[config.mk]
export PLATFORM = sky130hd
export DESIGN_NAME = l2_port_arbiter
export DESIGN_NICKNAME = d
export VERILOG_FILES = /design/src/rtl/l2_port_arbiter.sv
export SDC_FILE = /design/constraint.sdc
export NUM_CORES = 1
export LEC_CHECK = 0
export BUFFER_PORTS_ARGS = -buffer_cell sky130_fd_sc_hd__buf_2
export CELL_PAD_IN_SITES_DETAIL_PLACEMENT = 0
export CELL_PAD_IN_SITES_GLOBAL_PLACEMENT = 1
export CORE_AREA = 2 2 289 291
export CTS_CLUSTER_DIAMETER = 100
export DETAILED_ROUTE_END_ITERATION = 10
export DIE_AREA = 0 0 291 293
export HOLD_SLACK_MARGIN = 0.03
export PLACE_DENSITY = 0.46
export SLEW_MARGIN = 30
export SYNTH_ARGS = -nofsm -noshare
export SYNTH_HDL_FRONTEND = slang
export SYNTH_SLANG_ARGS = --single-unit
export TNS_END_PERCENT = 30
[constraint.sdc]
create_clock -name clk -period 12.88 [get_ports clk]
set_clock_uncertainty 0.1 [all_clocks]
set_input_delay 0.644 -clock clk [delete_from_list [all_inputs] [get_ports clk]]
set_output_delay 0.644 -clock clk [all_outputs]
set_load 0.01 [all_outputs]
[src/rtl/l2_port_arbiter.sv]
// l2_port_arbiter
// Shares the single L2 line port between the instruction-side L1 (read only)
// and the data-side L1 (read / write-back). One whole line transaction is
// granted at a time, from grant until the L2 completion pulse. Ties are
// broken round-robin using the side served most recently.
//
// Ports:
//   clk, proc_reset            clock (rising edge), async active-high reset
//   i_read, i_addr             I-side line read request / address
//   i_rdata, i_ready           I-side returned line / completion pulse
//   d_read, d_write            D-side line read / write-back request
//   d_addr, d_wdata            D-side address / write-back line
//   d_rdata, d_ready           D-side returned line / completion pulse
//   l2_read, l2_write          registered L2 request strobes
//   l2_addr, l2_wdata          registered L2 address / write line
//   l2_rdata, l2_ready         L2 returned line / completion pulse
//
// state   | meaning
// --------+-------------------------------------------------------------
// IDLE    | no transaction; arbitrate between pending requests
// SERVE_I | I-side read issued to L2, waiting for l2_ready
// SERVE_D | D-side read or write-back issued to L2, waiting for l2_ready
module l2_port_arbiter #(
  parameter int ADDR_W = 30,
  parameter int LINE_W = 128
) (
  input  logic              clk,
  input  logic              proc_reset,
  input  logic              i_read,
  input  logic [ADDR_W-1:0] i_addr,
  output logic [LINE_W-1:0] i_rdata,
  output logic              i_ready,
  input  logic              d_read,
  input  logic              d_write,
  input  logic [ADDR_W-1:0] d_addr,
  input  logic [LINE_W-1:0] d_wdata,
  output logic [LINE_W-1:0] d_rdata,
  output logic              d_ready,
  output logic              l2_read,
  output logic              l2_write,
  output logic [ADDR_W-1:0] l2_addr,
  output logic [LINE_W-1:0] l2_wdata,
  input  logic [LINE_W-1:0] l2_rdata,
  input  logic              l2_ready
);

  typedef enum logic [1:0] {
    IDLE    = 2'd0,
    SERVE_I = 2'd1,
    SERVE_D = 2'd2
  } state_t;

  state_t state;
  logic   last_grant;  // 0 = I served last, 1 = D served last
  logic   d_req;
  logic   pick_i;

  assign d_req  = d_read | d_write;
  // I wins when it is alone, or on a tie when D was served last.
  assign pick_i = i_read & (~d_req | last_grant);

  always_ff @(posedge clk or posedge proc_reset) begin
    if (proc_reset) begin
      state      <= IDLE;
      last_grant <= 1'b0;
      l2_read    <= 1'b0;
      l2_write   <= 1'b0;
      l2_addr    <= '0;
      l2_wdata   <= '0;
    end else begin
      case (state)
        IDLE: begin
          if (pick_i) begin
            state    <= SERVE_I;
            l2_read  <= 1'b1;
            l2_write <= 1'b0;
            l2_addr  <= i_addr;
          end else if (d_req) begin
            state    <= SERVE_D;
            // read and write together is issued as a write-back
            l2_read  <= d_read & ~d_write;
            l2_write <= d_write;
            l2_addr  <= d_addr;
            l2_wdata <= d_wdata;
          end
        end
        SERVE_I: begin
          if (l2_ready) begin
            state      <= IDLE;
            last_grant <= 1'b0;
            l2_read    <= 1'b0;
            l2_write   <= 1'b0;
          end
        end
        SERVE_D: begin
          if (l2_ready) begin
            state      <= IDLE;
            last_grant <= 1'b1;
            l2_read    <= 1'b0;
            l2_write   <= 1'b0;
          end
        end
        default: state <= IDLE;
      endcase
    end
  end

  // Completion is passed straight through in the same cycle as l2_ready.
  assign i_ready = (state == SERVE_I) & l2_ready;
  assign d_ready = (state == SERVE_D) & l2_ready;
  assign i_rdata = l2_rdata;
  assign d_rdata = l2_rdata;

endmodule

==> flow_summary.ini, run 1 <==
[cts]
cts.sink_count = 163
cts_root_buf = sky130_fd_sc_hd__clkbuf_16
cts_resized = 0
tritoncts_clock_tree = done
post_cts_hold_buffer_count = 0
post-cts-setup-buffers = 0
htreeDepth = 4
cts_buffers = 17
insertion_delay_ns = 0.49
cts_buffer_depth = 2
clkTransAtPathRegs_ns = 0.08

[yosys]
synth-simple-area-share_pct = 3.63
post_synth_inst_count = 731
synth.net_count = 1057
netlist.top_cell.by_area = sky130_fd_sc_hd__dfrtp_1
yosys-top-cells-area = sky130_fd_sc_hd__dfrtp_1, sky130_fd_sc_hd__buf_4, sky130_fd_sc_hd__mux2_4, sky130_fd_sc_hd__mux2_2, sky130_fd_sc_hd__a31oi_1
yosysWarningCount = 0
synth_async_sr_flop_share_pct = 100
post_synth.cell_area_avg_um2 = 12.3
post_synth_edffs = 0
yosys_register_bits = 163
synthAdderAreaFrac_pct = 0.559
synth_top_area_share_pct = 45.5
post_synth_num_cell_types = 28
syn_area_um2 = 8960
synth_xor_xnor_area_share_pct = 0
synth_compound_gate_area_share_pct = 4.86
synth_top_flop_cell = sky130_fd_sc_hd__dfrtp_1
synth_seq_area_share_pct = 45.5
synth_top_family_by_area = buffers and inverters
synth.mux.area_fraction_pct = 20.7

[detailed_routing]
per_cell_routed_wire_length_um = 17.9
totalWireLength_mm = 34.1
post-route-drc-count = 0
dr.first_iter.drc_count = 173
via_per_inst = 2.97
antenna_left = 0
drt-pass1-iter-count = 4
vias = 5668

[critical_path]
reg2reg_from = state[0]$_DFFE_PP0P_
worstReg2RegEnd = l2_wdata[115]$_DFFE_PP0P_
timing.critical_path.mode_cell = sky130_fd_sc_hd__buf_4
regToRegSetupSlack_ns = 9.11
critPathMaxFanout = 45
setup.worst_path.start_class = primary input
cell_by_cell_listing_of_the_critical_path = buf_2, buf_4, nand2_2, o211ai_4, buf_4, buf_4, buf_4, mux2_4
crit_path_top_delay_cell = sky130_fd_sc_hd__buf_4
critical_path.endpoint_type = register
r2r_cells = 7
timing.critical_path.slowest_cell_delay_ns = 0.77
required_ns = 13.15
crit_arrival_ns = 4.10
setup.worst_path.class = primary input to register
worst_path_bufs_invs = 5
critical_path.top_delay_family = buffers and inverters

[global_route]
grt_max_degree = 102
grt_pass1_wl_mm = 47.7
globalRouteOverflowTotal = 0
groute.usage.overall_pct = 8.00
first_global_vias = 6191
antenna_found_initial = 8

[die]
dieWidth_um = 291
floorplan.die.height_um = 293
pin_count = 740
rows = 105
floorplan.die_area_um2 = 85300
floorplan.core_area_um2 = 81800
initial_core_util_pct = 10.9

[timing]
report.final.slew_viol_count = 0
rsz0062_at_grt = false
relSlewSlack_pct = 35.5
setup_violations = 0
hold_viol_final = 0
setup-tns-final_ns = 0
tightestPinTransition_ns = 0.968
fin_crit_ns = 3.82
tcrit_tclk_final_pct = 29.7
achievable-frequency_mhz = 261

[power_and_ir_drop]
p_total_uw = 2700
peakVddDrop_mv = 0.162
p_leak_uw = 0.00494
power_density_nw_per_um2 = 256

[cells_and_area]
post_route_cells_drive_above_1_share_pct = 63.3
fin_nets = 1149
syn_to_final_growth_pct = 17.7
fillers = 9271

[place]
gp_routability_congestion = 0.751
hpwlAfterDp_mm = 26.2
port_buffers = 355

[min_path]
hp-class = primary input to asynchronous set/reset pin

[outcome]
status = completed

[job]
number_of_maximum_capacitance_violations = 0
[power by group]
part	internal (uW)	leakage, uW	switching, uW
registers	779	0.00190	142
logic	636	0.00276	613
clock network	261	0.000279	265
[worst reg2reg max path: stages (launching register included)]
cell,delay [ns]
sky130_fd_sc_hd__dfrtp_1,0.41
sky130_fd_sc_hd__inv_1,0.08
sky130_fd_sc_hd__ha_1,0.28
sky130_fd_sc_hd__o211ai_4,0.10
sky130_fd_sc_hd__buf_4,0.59
sky130_fd_sc_hd__buf_4,0.89
sky130_fd_sc_hd__buf_4,0.77
sky130_fd_sc_hd__mux2_4,0.43
[kinds of logic after synthesis]
kind of cell | after synthesis
AOI/OAI and AO/OA | 70
adders and majority gates | 4
buffers and inverters | 295
DFF | 163
muxes | 128
and+or+nand+nor | 71
[cells in the mapped netlist (3+ instances only)]
| cell type | n |
|---|---|
| sky130_fd_sc_hd__dfrtp_1 | 163 |
| sky130_fd_sc_hd__a31oi_1 | 30 |
| sky130_fd_sc_hd__mux2_2 | 19 |
| sky130_fd_sc_hd__o21ai_0 | 31 |
| sky130_fd_sc_hd__inv_1 | 5 |
| sky130_fd_sc_hd__ha_1 | 4 |
| sky130_fd_sc_hd__buf_2 | 9 |
| sky130_fd_sc_hd__nor2_1 | 32 |
| sky130_fd_sc_hd__mux2_4 | 109 |
| sky130_fd_sc_hd__buf_4 | 257 |
| sky130_fd_sc_hd__buf_6 | 3 |
| sky130_fd_sc_hd__nand3_1 | 31 |
| sky130_fd_sc_hd__clkbuf_1 | 11 |
| sky130_fd_sc_hd__buf_8 | 10 |
[placed cells by master (no fill, tap or decap), types with 2 or more instances in the layout]
cell type / instances
sky130_fd_sc_hd__buf_2: 355
sky130_fd_sc_hd__dfrtp_1: 163
sky130_fd_sc_hd__mux2_4: 109
sky130_fd_sc_hd__nor2_1: 32
sky130_fd_sc_hd__o21ai_0: 31
sky130_fd_sc_hd__nand3_1: 31
sky130_fd_sc_hd__a31oi_1: 30
sky130_fd_sc_hd__mux2_2: 19
sky130_fd_sc_hd__clkbuf_16: 17
sky130_fd_sc_hd__buf_4: 7
sky130_fd_sc_hd__clkinv_4: 5
sky130_fd_sc_hd__inv_1: 4
sky130_fd_sc_hd__inv_8: 4
sky130_fd_sc_hd__ha_1: 4
sky130_fd_sc_hd__diode_2: 2
sky130_fd_sc_hd__nand2_1: 2
sky130_fd_sc_hd__o2bb2ai_1: 2
sky130_fd_sc_hd__a32o_1: 2
sky130_fd_sc_hd__clkinv_8: 2
sky130_fd_sc_hd__inv_6: 2
sky130_fd_sc_hd__clkinvlp_4: 2
[per-layer routing]
layer  track usage (%)  part of all wire (%)  vias to the layer above
met2              12.6                    46                      474
li1                  -                     -                     2398
met3              5.89                    16                      141
met4              5.86                   5.9                       16
met1              7.06                    32                     2639
met5             0.397                  0.41                        -
[worst max path at each step]
stage                                 to  cells after the start  slack [ns]        from
2_1_floorplan     l2_addr[0]$_DFFE_PP0P_                      1        7.73  proc_reset
3_3_place_gp     l2_wdata[9]$_DFFE_PP0P_                      8        8.53      i_read
3_5_place_dp   l2_wdata[115]$_DFFE_PP0P_                      8        8.45      i_read
4_1_cts        l2_wdata[115]$_DFFE_PP0P_                      8        9.01      i_read
5_1_grt        l2_wdata[115]$_DFFE_PP0P_                      8        8.88      i_read
6_report       l2_wdata[115]$_DFFE_PP0P_                      8        9.06      i_read
[state kept, by name (all words and copies together), names as in the netlist]
name        flops
state           2
l2_addr        30
l2_read         1
last_grant      1
l2_wdata      128
l2_write        1
[per-stage QoR]
step | setup slack (ns) | area (um^2) | instances | hold WS, ns | util (%)
final | 9.06 | 10500 | 1908 | 0.217 | 12.9
after global routing | 8.88 | 10500 | 1906 | 0.236 | 12.9
after global placement | 8.53 | 9950 | 1874 | 0.387 | 12.2
after detailed placement | 8.45 | 9950 | 1874 | 0.387 | 12.2
after floorplan | 7.73 | 8960 | 731 | 0.399 | -
after CTS | 9.01 | 10500 | 1906 | 0.194 | 12.9
[layout make-up]
| cell class | count | area, um^2 | area share (%) |
|---|---|---|---|
| Multi-Input combinational cell | 273 | 2670 | 25.4 |
| Tap cell | 1070 | 1340 | 12.7 |
| Antenna cell | 2 | 5.00 | 0.0475 |
| Inverter | 5 | 26.3 | 0.249 |
| Clock buffer | 18 | 439 | 4.16 |
| Sequential cell | 163 | 4080 | 38.7 |
| Timing Repair Buffer | 363 | 1840 | 17.5 |
| Clock inverter | 14 | 143 | 1.35 |
No activity file was read; power rests on OpenSTA's default activity.
==> run 2, diff against run 1 <==
Settings changed: CORE_AREA 2 2 289 291 to 2 2 290 292, DIE_AREA 0 0 291 293 to 0 0 292 294, PLACE_DENSITY 0.46 to 0.47.
Clock period 12.88 ns to 3.1 ns, I/O delays scaled along.
==> run 2 against run 1 <==
Flip-flop and latch count did not move. Critical path depth fell by 1. Design area rose by 20%. Sequential power rose to 4.2 times the previous value. Non-clock buffer count rose by 205. Clock-buffer cell count fell by 1. Global-route usage barely moved. Utilization rose by 2.4 points. Worst setup slack got worse by 8.6 ns. Via count rose by 12%. Routed wire length rose by 2.0%. Critical path type is now register to register. Largest cell class unchanged.
==> flow_summary.ini, run 2 (synthesized netlist as in run 1, its figures left out) <==
[outcome]
status = completed

[cts]
cts_root_buf = sky130_fd_sc_hd__clkbuf_16
tritoncts_clock_tree = done
cts_buffer_depth = 2
post-cts-setup-buffers = 0
htreeDepth = 4
insertion_delay_ns = 0.49
cts_resized = 0
clkTransAtPathRegs_ns = 0.09
post_cts_hold_buffer_count = 192
cts.sink_count = 163
cts_buffers = 17

[global_route]
groute.usage.overall_pct = 8.00
antenna_found_initial = 11
grt_pass1_wl_mm = 48.5
first_global_vias = 6739
globalRouteOverflowTotal = 0
grt_max_degree = 76

[power_and_ir_drop]
p_total_uw = 12000
power_density_nw_per_um2 = 949
peakVddDrop_mv = 0.443
p_leak_uw = 0.00583

[critical_path]
required_ns = 3.41
critical_path.endpoint_type = register
setup.worst_path.start_class = register
reg2reg_from = state[1]$_DFFE_PP0P_
setup.worst_path.class = register to register
critical_path.top_delay_family = buffers and inverters
cell_by_cell_listing_of_the_critical_path = inv_1, ha_1, o31a_2, buf_12, nor2_1, a31oi_1, dlygate4sd3_1
worst_path_bufs_invs = 3
regToRegSetupSlack_ns = 0.49
critPathMaxFanout = 40
crit_path_top_delay_cell = sky130_fd_sc_hd__dlygate4sd3_1
crit_arrival_ns = 2.92
r2r_cells = 7
worstReg2RegEnd = l2_addr[24]$_DFFE_PP0P_
timing.critical_path.slowest_cell_delay_ns = 0.57

[detailed_routing]
via_per_inst = 2.98
totalWireLength_mm = 34.8
vias = 6333
antenna_left = 0
per_cell_routed_wire_length_um = 16.4
post-route-drc-count = 0
drt-pass1-iter-count = 4
dr.first_iter.drc_count = 171

[min_path]
hold-path-endpoint = l2_read$_DFFE_PP0P_
hold_depth = 3
hp-class = primary input to register
hold_path.startpoint = d_read

[place]
gp_routability_congestion = 0.729
hpwlAfterDp_mm = 26.6
port_buffers = 355

[cells_and_area]
post_route_cells_drive_above_1_share_pct = 52.1
syn_to_final_growth_pct = 41.5
layout_commonest_cell = sky130_fd_sc_hd__buf_2
top_register = l2_wdata
largest_registers = l2_wdata: 128 flops, l2_addr: 30 flops, state: 2 flops
fin_nets = 1354
largest_register_ff_count = 128
layout_common_cells = sky130_fd_sc_hd__buf_2, sky130_fd_sc_hd__dlygate4sd3_1, sky130_fd_sc_hd__dfrtp_1

[job]
number_of_maximum_capacitance_violations = 0

[timing]
hold-worst-slack_ns = 0.109
report.final.slew_viol_count = 0
setup-tns-final_ns = 0
hold_viol_final = 0
achievable-frequency_mhz = 383
tightestPinTransition_ns = 0.719
fin_crit_ns = 2.61
relSlewSlack_pct = 51.9
tcrit_tclk_final_pct = 84.2
setup_violations = 0
rsz0062_at_grt = false

[die]
floorplan.die.height_um = 294
floorplan.die_area_um2 = 85800
initial_core_util_pct = 10.8
floorplan.core_area_um2 = 82900
dieWidth_um = 292
pin_count = 740
rows = 106
[run 2: cell type report]
type,instances,area (um^2)
Fill cell,9210,70200
Clock buffer,17,425
Clock inverter,15,185
Tap cell,1080,1350
Antenna cell,2,5.00
Multi-Input combinational cell,273,2670
Sequential cell,163,4080
Timing Repair Buffer,568,3930
Inverter,5,22.5
[run 2: metal layers]
layer / GRT usage (%) / vias up / wire (um)
met5: 0 / - / 56
met4: 5.29 / 10 / 1830
met3: 4.11 / 112 / 3920
met2: 13.5 / 471 / 16800
met1: 7.66 / 2932 / 12200
li1: - / 2808 / -
[run 2: how the worst max path moves through the flow]
stage | from | end | slack (ns) | depth (start not counted)
2_1_floorplan | proc_reset | l2_addr[0]$_DFFE_PP0P_ | 0.77 | 1
3_3_place_gp | d_write | l2_wdata[24]$_DFFE_PP0P_ | 0.83 | 4
3_5_place_dp | state[0]$_DFFE_PP0P_ | l2_wdata[11]$_DFFE_PP0P_ | 0.85 | 6
4_1_cts | state[1]$_DFFE_PP0P_ | l2_addr[24]$_DFFE_PP0P_ | 0.45 | 7
5_1_grt | state[0]$_DFFE_PP0P_ | l2_addr[26]$_DFFE_PP0P_ | 0.27 | 7
6_report | state[1]$_DFFE_PP0P_ | l2_addr[24]$_DFFE_PP0P_ | 0.49 | 7
[run 2: metrics by stage]
step / instances / util, % / setup slack, ns / instance area (um^2)
after floorplan: 731 / - / 0.774 / 8960
after global placement: 1895 / 12.2 / 0.827 / 10100
after detailed placement: 1897 / 12.2 / 0.850 / 10100
after CTS: 2121 / 15.3 / 0.446 / 12700
after global routing: 2123 / 15.3 / 0.273 / 12700
final: 2123 / 15.3 / 0.491 / 12700
[run 2: worst reg2reg max path, cell delays in order (launching register included)]
cell	delay, ns
sky130_fd_sc_hd__dfrtp_1	0.43
sky130_fd_sc_hd__inv_1	0.10
sky130_fd_sc_hd__ha_1	0.25
sky130_fd_sc_hd__o31a_2	0.56
sky130_fd_sc_hd__buf_12	0.30
sky130_fd_sc_hd__nor2_1	0.08
sky130_fd_sc_hd__a31oi_1	0.14
sky130_fd_sc_hd__dlygate4sd3_1	0.57
[run 2: report_power, final]
| part | internal (uW) | total (uW) | switching (uW) |
|---|---|---|---|
| Sequential | 3240 | 3870 | 630 |
| Clock | 1160 | 2330 | 1170 |
| Combinational | 3240 | 5830 | 2590 |
